===== src/rtl/mm_tile_sched_if.sv =====
// Bundled command, buffer-read, datapath and result signals of the tile scheduler.
// The slave modport is the scheduler's view; the master modport is its environment.
interface mm_tile_sched_if #(
    parameter int N  = 16,
    parameter int DW = 32,
    parameter int AW = 10,
    parameter int CW = 8
);
    logic            cmd_valid;
    logic            cmd_ready;
    logic [CW-1:0]   cmd_k_tiles;
    logic [CW-1:0]   cmd_row_blocks;
    logic [AW-1:0]   cmd_w_base;
    logic [AW-1:0]   cmd_v_base;
    logic            w_rd_en;
    logic [AW-1:0]   w_rd_addr;
    logic            v_rd_en;
    logic [AW-1:0]   v_rd_addr;
    logic            mm_input_valid;
    logic            mm_add_valid;
    logic [DW*N-1:0] mm_vector_output;
    logic            res_valid;
    logic            res_ready;
    logic [DW*N-1:0] res_data;
    logic [CW-1:0]   res_row;
    logic            busy;
    logic            done;

    modport master (
        output cmd_valid, cmd_k_tiles, cmd_row_blocks, cmd_w_base, cmd_v_base,
        output mm_add_valid, mm_vector_output, res_ready,
        input  cmd_ready, w_rd_en, w_rd_addr, v_rd_en, v_rd_addr, mm_input_valid,
        input  res_valid, res_data, res_row, busy, done
    );

    modport slave (
        input  cmd_valid, cmd_k_tiles, cmd_row_blocks, cmd_w_base, cmd_v_base,
        input  mm_add_valid, mm_vector_output, res_ready,
        output cmd_ready, w_rd_en, w_rd_addr, v_rd_en, v_rd_addr, mm_input_valid,
        output res_valid, res_data, res_row, busy, done
    );
endinterface


===== src/rtl/mm_tile_sched.sv =====
// Tiled matrix-vector sequencer: issues weight/vector read pairs row-major,
// accumulates K partial vectors per row block and returns each row over valid/ready.
module mm_tile_sched #(
    parameter int N       = 16,
    parameter int DW      = 32,
    parameter int AW      = 10,
    parameter int CW      = 8,
    parameter int MAX_OUT = 8
) (
    input  logic           clk,
    input  logic           rst_n,
    mm_tile_sched_if.slave bus
);
    localparam int OW = $clog2(MAX_OUT + 1);

    localparam logic [1:0] S_IDLE = 2'd0;
    localparam logic [1:0] S_RUN  = 2'd1;
    localparam logic [1:0] S_FIN  = 2'd2;

    logic [1:0]      state;
    logic [CW-1:0]   k_tiles;
    logic [CW-1:0]   row_blocks;
    logic [AW-1:0]   v_base;
    logic [AW-1:0]   w_addr;
    logic [CW-1:0]   issue_k;
    logic [CW-1:0]   issue_r;
    logic            issued_all;
    logic [OW-1:0]   outstanding;
    logic            final_out;
    logic            mm_valid_q;
    logic [CW-1:0]   acc_k;
    logic [CW-1:0]   acc_r;
    logic [DW*N-1:0] acc;
    logic [DW*N-1:0] sum;
    logic            res_valid_q;
    logic [DW*N-1:0] res_data_q;
    logic [CW-1:0]   res_row_q;
    logic [CW-1:0]   res_cnt;

    logic take;
    logic issue;
    logic issue_final;
    logic add;
    logic last_k;
    logic res_hs;

    assign take        = bus.cmd_valid && (state == S_IDLE);
    assign issue_final = (issue_k == k_tiles - CW'(1));
    assign add         = bus.mm_add_valid && (state == S_RUN);
    assign last_k      = (acc_k == k_tiles - CW'(1));
    assign res_hs      = res_valid_q && bus.res_ready;

    // A final tile waits until the result register is free and no other row's
    // final partial sum is in flight, so a returning sum always has a slot.
    always_comb begin
        issue = (state == S_RUN) && !issued_all && (outstanding != OW'(MAX_OUT));
        if (issue_final && (res_valid_q || final_out))
            issue = 1'b0;
    end

    always_comb begin
        sum = '0;
        for (int unsigned i = 0; i < N; i++) begin
            if (acc_k == '0)
                sum[i*DW +: DW] = bus.mm_vector_output[i*DW +: DW];
            else
                sum[i*DW +: DW] = acc[i*DW +: DW] + bus.mm_vector_output[i*DW +: DW];
        end
    end

    always_ff @(posedge clk or negedge rst_n) begin
        if (!rst_n) begin
            state       <= S_IDLE;
            k_tiles     <= '0;
            row_blocks  <= '0;
            v_base      <= '0;
            w_addr      <= '0;
            issue_k     <= '0;
            issue_r     <= '0;
            issued_all  <= 1'b0;
            outstanding <= '0;
            final_out   <= 1'b0;
            mm_valid_q  <= 1'b0;
            acc_k       <= '0;
            acc_r       <= '0;
            acc         <= '0;
            res_valid_q <= 1'b0;
            res_data_q  <= '0;
            res_row_q   <= '0;
            res_cnt     <= '0;
        end else begin
            mm_valid_q <= issue;

            case ({issue, add})
                2'b10:   outstanding <= outstanding + OW'(1);
                2'b01:   outstanding <= outstanding - OW'(1);
                default: ;
            endcase

            if (issue && issue_final)
                final_out <= 1'b1;
            else if (add && last_k)
                final_out <= 1'b0;

            // w_base + r*K + k advances by exactly one per issue in row-major order
            if (issue) begin
                w_addr <= w_addr + AW'(1);
                if (issue_final) begin
                    issue_k <= '0;
                    issue_r <= issue_r + CW'(1);
                    if (issue_r == row_blocks - CW'(1))
                        issued_all <= 1'b1;
                end else begin
                    issue_k <= issue_k + CW'(1);
                end
            end

            if (res_hs) begin
                res_valid_q <= 1'b0;
                res_cnt     <= res_cnt + CW'(1);
            end

            if (add) begin
                if (last_k) begin
                    res_data_q  <= sum;
                    res_row_q   <= acc_r;
                    res_valid_q <= 1'b1;
                    acc_k       <= '0;
                    acc_r       <= acc_r + CW'(1);
                end else begin
                    acc   <= sum;
                    acc_k <= acc_k + CW'(1);
                end
            end

            case (state)
                S_IDLE: begin
                    if (take) begin
                        k_tiles    <= bus.cmd_k_tiles;
                        row_blocks <= bus.cmd_row_blocks;
                        v_base     <= bus.cmd_v_base;
                        w_addr     <= bus.cmd_w_base;
                        issue_k    <= '0;
                        issue_r    <= '0;
                        issued_all <= 1'b0;
                        acc_k      <= '0;
                        acc_r      <= '0;
                        res_cnt    <= '0;
                        if ((bus.cmd_k_tiles == '0) || (bus.cmd_row_blocks == '0))
                            state <= S_FIN;
                        else
                            state <= S_RUN;
                    end
                end
                S_RUN: begin
                    if (res_hs && (res_cnt == row_blocks - CW'(1)))
                        state <= S_FIN;
                end
                S_FIN:   state <= S_IDLE;
                default: state <= S_IDLE;
            endcase
        end
    end

    assign bus.cmd_ready      = (state == S_IDLE);
    assign bus.busy           = (state != S_IDLE);
    assign bus.done           = (state == S_FIN);
    assign bus.w_rd_en        = issue;
    assign bus.v_rd_en        = issue;
    assign bus.w_rd_addr      = w_addr;
    assign bus.v_rd_addr      = v_base + AW'(issue_k);
    assign bus.mm_input_valid = mm_valid_q;
    assign bus.res_valid      = res_valid_q;
    assign bus.res_data       = res_data_q;
    assign bus.res_row        = res_row_q;
endmodule


===== src/flat_wrapper.sv =====
// flat-port wrapper written by rule: the top's interface ports become plain ports
module mm_tile_sched_flat 
#(
    parameter int N       = 16,
    parameter int DW      = 32,
    parameter int AW      = 10,
    parameter int CW      = 8,
    parameter int MAX_OUT = 8
)
  (clk, rst_n, bus_cmd_valid, bus_cmd_k_tiles, bus_cmd_row_blocks, bus_cmd_w_base, bus_cmd_v_base, bus_mm_add_valid, bus_mm_vector_output, bus_res_ready, bus_cmd_ready, bus_w_rd_en, bus_w_rd_addr, bus_v_rd_en, bus_v_rd_addr, bus_mm_input_valid, bus_res_valid, bus_res_data, bus_res_row, bus_busy, bus_done);
  mm_tile_sched_if #(.N(N), .DW(DW), .AW(AW), .CW(CW)) bus_i ();
  input  logic clk;
  input  logic rst_n;
  input wire logic [$bits(bus_i.cmd_valid)-1:0] bus_cmd_valid;
  input wire logic [$bits(bus_i.cmd_k_tiles)-1:0] bus_cmd_k_tiles;
  input wire logic [$bits(bus_i.cmd_row_blocks)-1:0] bus_cmd_row_blocks;
  input wire logic [$bits(bus_i.cmd_w_base)-1:0] bus_cmd_w_base;
  input wire logic [$bits(bus_i.cmd_v_base)-1:0] bus_cmd_v_base;
  input wire logic [$bits(bus_i.mm_add_valid)-1:0] bus_mm_add_valid;
  input wire logic [$bits(bus_i.mm_vector_output)-1:0] bus_mm_vector_output;
  input wire logic [$bits(bus_i.res_ready)-1:0] bus_res_ready;
  output wire logic [$bits(bus_i.cmd_ready)-1:0] bus_cmd_ready;
  output wire logic [$bits(bus_i.w_rd_en)-1:0] bus_w_rd_en;
  output wire logic [$bits(bus_i.w_rd_addr)-1:0] bus_w_rd_addr;
  output wire logic [$bits(bus_i.v_rd_en)-1:0] bus_v_rd_en;
  output wire logic [$bits(bus_i.v_rd_addr)-1:0] bus_v_rd_addr;
  output wire logic [$bits(bus_i.mm_input_valid)-1:0] bus_mm_input_valid;
  output wire logic [$bits(bus_i.res_valid)-1:0] bus_res_valid;
  output wire logic [$bits(bus_i.res_data)-1:0] bus_res_data;
  output wire logic [$bits(bus_i.res_row)-1:0] bus_res_row;
  output wire logic [$bits(bus_i.busy)-1:0] bus_busy;
  output wire logic [$bits(bus_i.done)-1:0] bus_done;
  assign bus_i.cmd_valid = bus_cmd_valid;
  assign bus_i.cmd_k_tiles = bus_cmd_k_tiles;
  assign bus_i.cmd_row_blocks = bus_cmd_row_blocks;
  assign bus_i.cmd_w_base = bus_cmd_w_base;
  assign bus_i.cmd_v_base = bus_cmd_v_base;
  assign bus_i.mm_add_valid = bus_mm_add_valid;
  assign bus_i.mm_vector_output = bus_mm_vector_output;
  assign bus_i.res_ready = bus_res_ready;
  assign bus_cmd_ready = bus_i.cmd_ready;
  assign bus_w_rd_en = bus_i.w_rd_en;
  assign bus_w_rd_addr = bus_i.w_rd_addr;
  assign bus_v_rd_en = bus_i.v_rd_en;
  assign bus_v_rd_addr = bus_i.v_rd_addr;
  assign bus_mm_input_valid = bus_i.mm_input_valid;
  assign bus_res_valid = bus_i.res_valid;
  assign bus_res_data = bus_i.res_data;
  assign bus_res_row = bus_i.res_row;
  assign bus_busy = bus_i.busy;
  assign bus_done = bus_i.done;
  mm_tile_sched #(.N(N), .DW(DW), .AW(AW), .CW(CW), .MAX_OUT(MAX_OUT)) u_core (.clk(clk), .rst_n(rst_n), .bus(bus_i));
endmodule

===== config.mk =====
export PLATFORM = sky130hd
export DESIGN_NAME = mm_tile_sched_flat
export DESIGN_NICKNAME = d
export VERILOG_FILES = /design/src/rtl/mm_tile_sched_if.sv /design/src/rtl/mm_tile_sched.sv /design/src/flat_wrapper.sv
export SDC_FILE = /design/constraint.sdc
export NUM_CORES = 2
export LEC_CHECK = 0
export BUFFER_PORTS_ARGS = -buffer_cell sky130_fd_sc_hd__buf_4
export CELL_PAD_IN_SITES_DETAIL_PLACEMENT = 1
export CELL_PAD_IN_SITES_GLOBAL_PLACEMENT = 2
export CORE_MARGIN = 2
export CORE_UTILIZATION = 37
export DETAILED_ROUTE_END_ITERATION = 10
export PLACE_DENSITY_LB_ADDON = 0.25
export RECOVER_POWER = 100
export SLEW_MARGIN = 40
export SYNTH_ARGS = -nofsm -noshare
export SYNTH_HDL_FRONTEND = slang
export SYNTH_SLANG_ARGS = --single-unit
export TNS_END_PERCENT = 30

===== constraint.sdc =====
create_clock -name clk -period 5.7 [get_ports clk]
set_input_delay 0 -clock clk [delete_from_list [all_inputs] [get_ports clk]]
set_output_delay 0 -clock clk [all_outputs]
set_load 0.05 [all_outputs]

==> flow_metrics.py <==
metrics = {
    "status": {
        "status": "finished, violations left",
        "violations": "max-capacitance violations, max-slew violations",
    },
    "critical_path": {
        "slowest_stage": "clkbuf_4",
        "criticalPathCategory": "reg2reg",
        "cp.arrival_ps": 5510,
        "crit-reg2reg-capture": "u_core.acc[287]",
        "critPathMaxFanout": 116,
        "reg2reg_from": "u_core.k_tiles[0]",
        "cp_data_required_time_ps": 6400,
        "crit_path_start_kind": "flop",
        "r2r_slack_ps": 890,
        "max_stage_delay_ps": 1050,
        "path_cells": "inv_1 > ha_1 > nor3b_1 > xnor2_1 > xor2_1 > nand3_1 > nor4_1 > nand2b_4 > clkbuf_4 > nor3_1 > a311oi_1",
        "worstSetupEndpointType": "flop",
        "crit_start": "u_core.k_tiles[0]",
        "reg2reg_depth": 11,
    },
    "timing": {
        "setup_violations": 0,
        "final.setup.tns_ps": 0,
        "slew_headroom_pct": -150,
        "max_freq_ghz": 0.208,
        "fin_worst_skew_ps": 41.6,
        "worst_slew_pin_slew_ps": 3760,
        "setup_ws_ps": 893,
        "finalMaxSlewViolations": 1131,
        "fin_crit_ps": 4810,
        "fin_crit_sh_pct": 84.3,
        "final-hold-violation-count": 0,
        "rsz0062_at_grt": "no",
    },
    "detailed_routing": {
        "drt_iter0_drc": 3246,
        "post-route-drc-count": 0,
        "wl_per_cell_um": 21.9,
        "drt_pass1_iterations": 5,
        "routed-via-count": 68300,
        "viasPerCell": 5.42,
        "final_antenna_net_count": 0,
        "routed_wl_mm": 276,
    },
    "logic_synthesis": {
        "avgSynthCellArea_um2": 8.51,
        "synth_nets": 9361,
        "syn_inst": 8275,
        "synth_top_area_share_pct": 39.7,
        "yosys_warnings": 0,
        "synth.distinct_cells": 90,
        "seq_area_frac_synth_pct": 39.7,
        "synth_commonest_cells": "nand2_1, o21ai_0, dfrtp_1, a21oi_1, ha_1",
        "ys_top_cells_by_area": "dfrtp_1, o21ai_0, ha_1",
        "ys_ff_latch": 1118,
        "synth_edf_count": 0,
        "synth.most_common_cell": "nand2_1",
        "synth-async-reset-ratio_pct": 100,
        "netlist_area_mm2": 0.0704,
        "synth_top_area_cell": "dfrtp_1",
        "synthFlopType": "dfrtp_1",
    },
    "global_route": {
        "grt_first_pass_wirelength_mm": 422,
        "track_usage_pct": 27.7,
        "grt_max_degree": 171,
        "grt-ovfl-total": 0,
        "grt_pass1_vias": 71900,
        "antenna_found_initial": 96,
    },
    "floorplanning": {
        "row_count": 160,
        "fp.dieArea_mm2": 0.194,
        "ios": 1100,
        "start_util_pct": 37.2,
        "core_mm2": 0.190,
        "chipWidth_um": 440,
        "die_y_um": 440,
    },
    "worst_hold_path": {
        "hold_end": "u_core.acc[270]",
        "min_delay_path_depth": 4,
        "min_from": "bus_mm_vector_output[270]",
        "hold_path.class": "in2reg",
    },
    "place": {
        "pre_cts_ws_ps": 1620,
        "port_buffers": 1099,
        "hpwl_mm": 202,
        "gp_congestion": 0.894,
    },
    "clocking": {
        "clkTransAtPathRegs_ps": 60,
        "cts_max_level": 4,
        "cts_buffer_depth": 3,
        "clock_sinks": 1118,
        "cts_tree": "done",
        "cts_root_buf": "clkbuf_16",
        "numCtsBuffers": 142,
        "worstSkewPairLatency_ps": 820,
    },
    "power": {
        "powerDensity_mw_per_mm2": 655,
        "leakage_uw": 0.0422,
        "vdd_drop_max_uv": 450,
    },
    "job": {
        "maxCapViolCount": 18,
    },
    "finish": {
        "drive_gt1_share_pct": 9.20,
        "nNetsFinal": 11000,
        "syn_to_final_growth_pct": 29.5,
    },
}
registers in the layout, summed over array words and instances, names as in the netlist, 2 cells and up:
| name | flops |
|---|---|
| u_core.acc_k | 8 |
| u_core.res_cnt | 8 |
| u_core.state | 2 |
| u_core.row_blocks | 8 |
| u_core.bus.res_row | 8 |
| u_core.acc_r | 8 |
| u_core.issue_r | 8 |
| u_core.k_tiles | 8 |
| u_core.acc | 512 |
| u_core.bus.res_data | 512 |
| u_core.v_base | 10 |
| u_core.bus.w_rd_addr | 10 |
| u_core.issue_k | 8 |
| u_core.outstanding | 4 |
timing repair:
item	CTS	global route
endpoints found under the hold margin	1548	0
setup endpoints to repair	0	0
gates resized for setup	0	0
buffers inserted	0	0
hold buffers	735	0
cells by family after synthesis:
group,share of synthesized area (%)
adder cells (fa/ha/maj),9.65
AND/OR/NAND/NOR,15.9
buffers and inverters,3.15
flip-flops,39.7
XOR/XNOR,5.96
AO/OA/AOI/OAI,23.2
multiplexers,2.46
power by group:
part | total [uW] | switching [uW] | internal, uW
clock network | 9410 | 3820 | 5590
logic | 36700 | 23700 | 13100
registers | 13600 | 2290 | 11300
placed cells by master (no fill, tap or decap), types with 17 or more instances in the layout:
master,n
nand2_1,1482
o21ai_0,1383
dfrtp_1,1118
dlygate4sd3_1,734
a21oi_1,606
clkbuf_1,595
buf_4,567
ha_1,516
nor2_1,514
xnor2_1,270
a21o_1,231
xor2_1,209
inv_1,156
clkbuf_16,151
mux2i_1,121
nand3_1,112
a31oi_1,106
nor3_1,91
o21a_1,75
a211oi_1,70
and3_1,65
nor2b_1,64
nand4_1,64
diode_2,62
nand2b_1,55
o21bai_1,54
mux2_2,39
or3_1,36
o31ai_1,36
clkinv_2,31
a21boi_0,25
o31a_1,25
and2_1,23
o211ai_1,20
o21ai_1,20
nor4_1,19
clkbuf_8,19
or2_2,18
fa_1,17
worst max-delay path: cells and delay by family (launching register included):
family,cells,cell delay (ps)
simple gates,5,2090
buf+inv,2,1150
flops,1,440
xor+xnor,2,410
compound gates,1,280
fa+ha+maj,1,180
per-stage QoR:
step | hold WS, ps | utilization [%] | total power, uW | area, um^2 | std cells
6_report | 67.6 | 48.1 | 59800 | 91200 | 12600
5_1_grt | 54.8 | 48.1 | 64600 | 91200 | 12600
4_1_cts | 3.03 | 49.2 | 61100 | 93300 | 12500
3_5_place_dp | 89.0 | 42.8 | 49400 | 81200 | 11600
3_3_place_gp | 79.9 | 42.8 | 48300 | 81200 | 11600
2_1_floorplan | -296 | - | 38800 | 70400 | 8275
cell type report:
cell class / instances / area (um^2)
antenna: 62 / 155
clock buffer: 192 / 4120
clock inverter: 53 / 613
fill: 22500 / 98400
inverter: 157 / 589
multi-input combinational: 6605 / 40300
sequential: 1118 / 28000
tap: 2511 / 3140
timing repair buffer: 1912 / 14300
worst max path at each step:
stage,cells after the start,slack (ps),to
4_1_cts,14,1070,u_core.bus.res_data[511]
6_report,11,890,u_core.acc[287]
5_1_grt,12,390,u_core.bus.res_data[253]
2_1_floorplan,15,2410,u_core.outstanding[2]
3_3_place_gp,9,1690,u_core.acc[33]
3_5_place_dp,11,1620,u_core.acc[13]
metal layers:
metal  global-route usage [%]  wire length, um
met1                     32.6           112000
met2                     46.8           132000
met3                     5.12            12700
met4                     16.7            18900
met5                        0              254
Note: power is estimated with default switching activity, not from simulation.
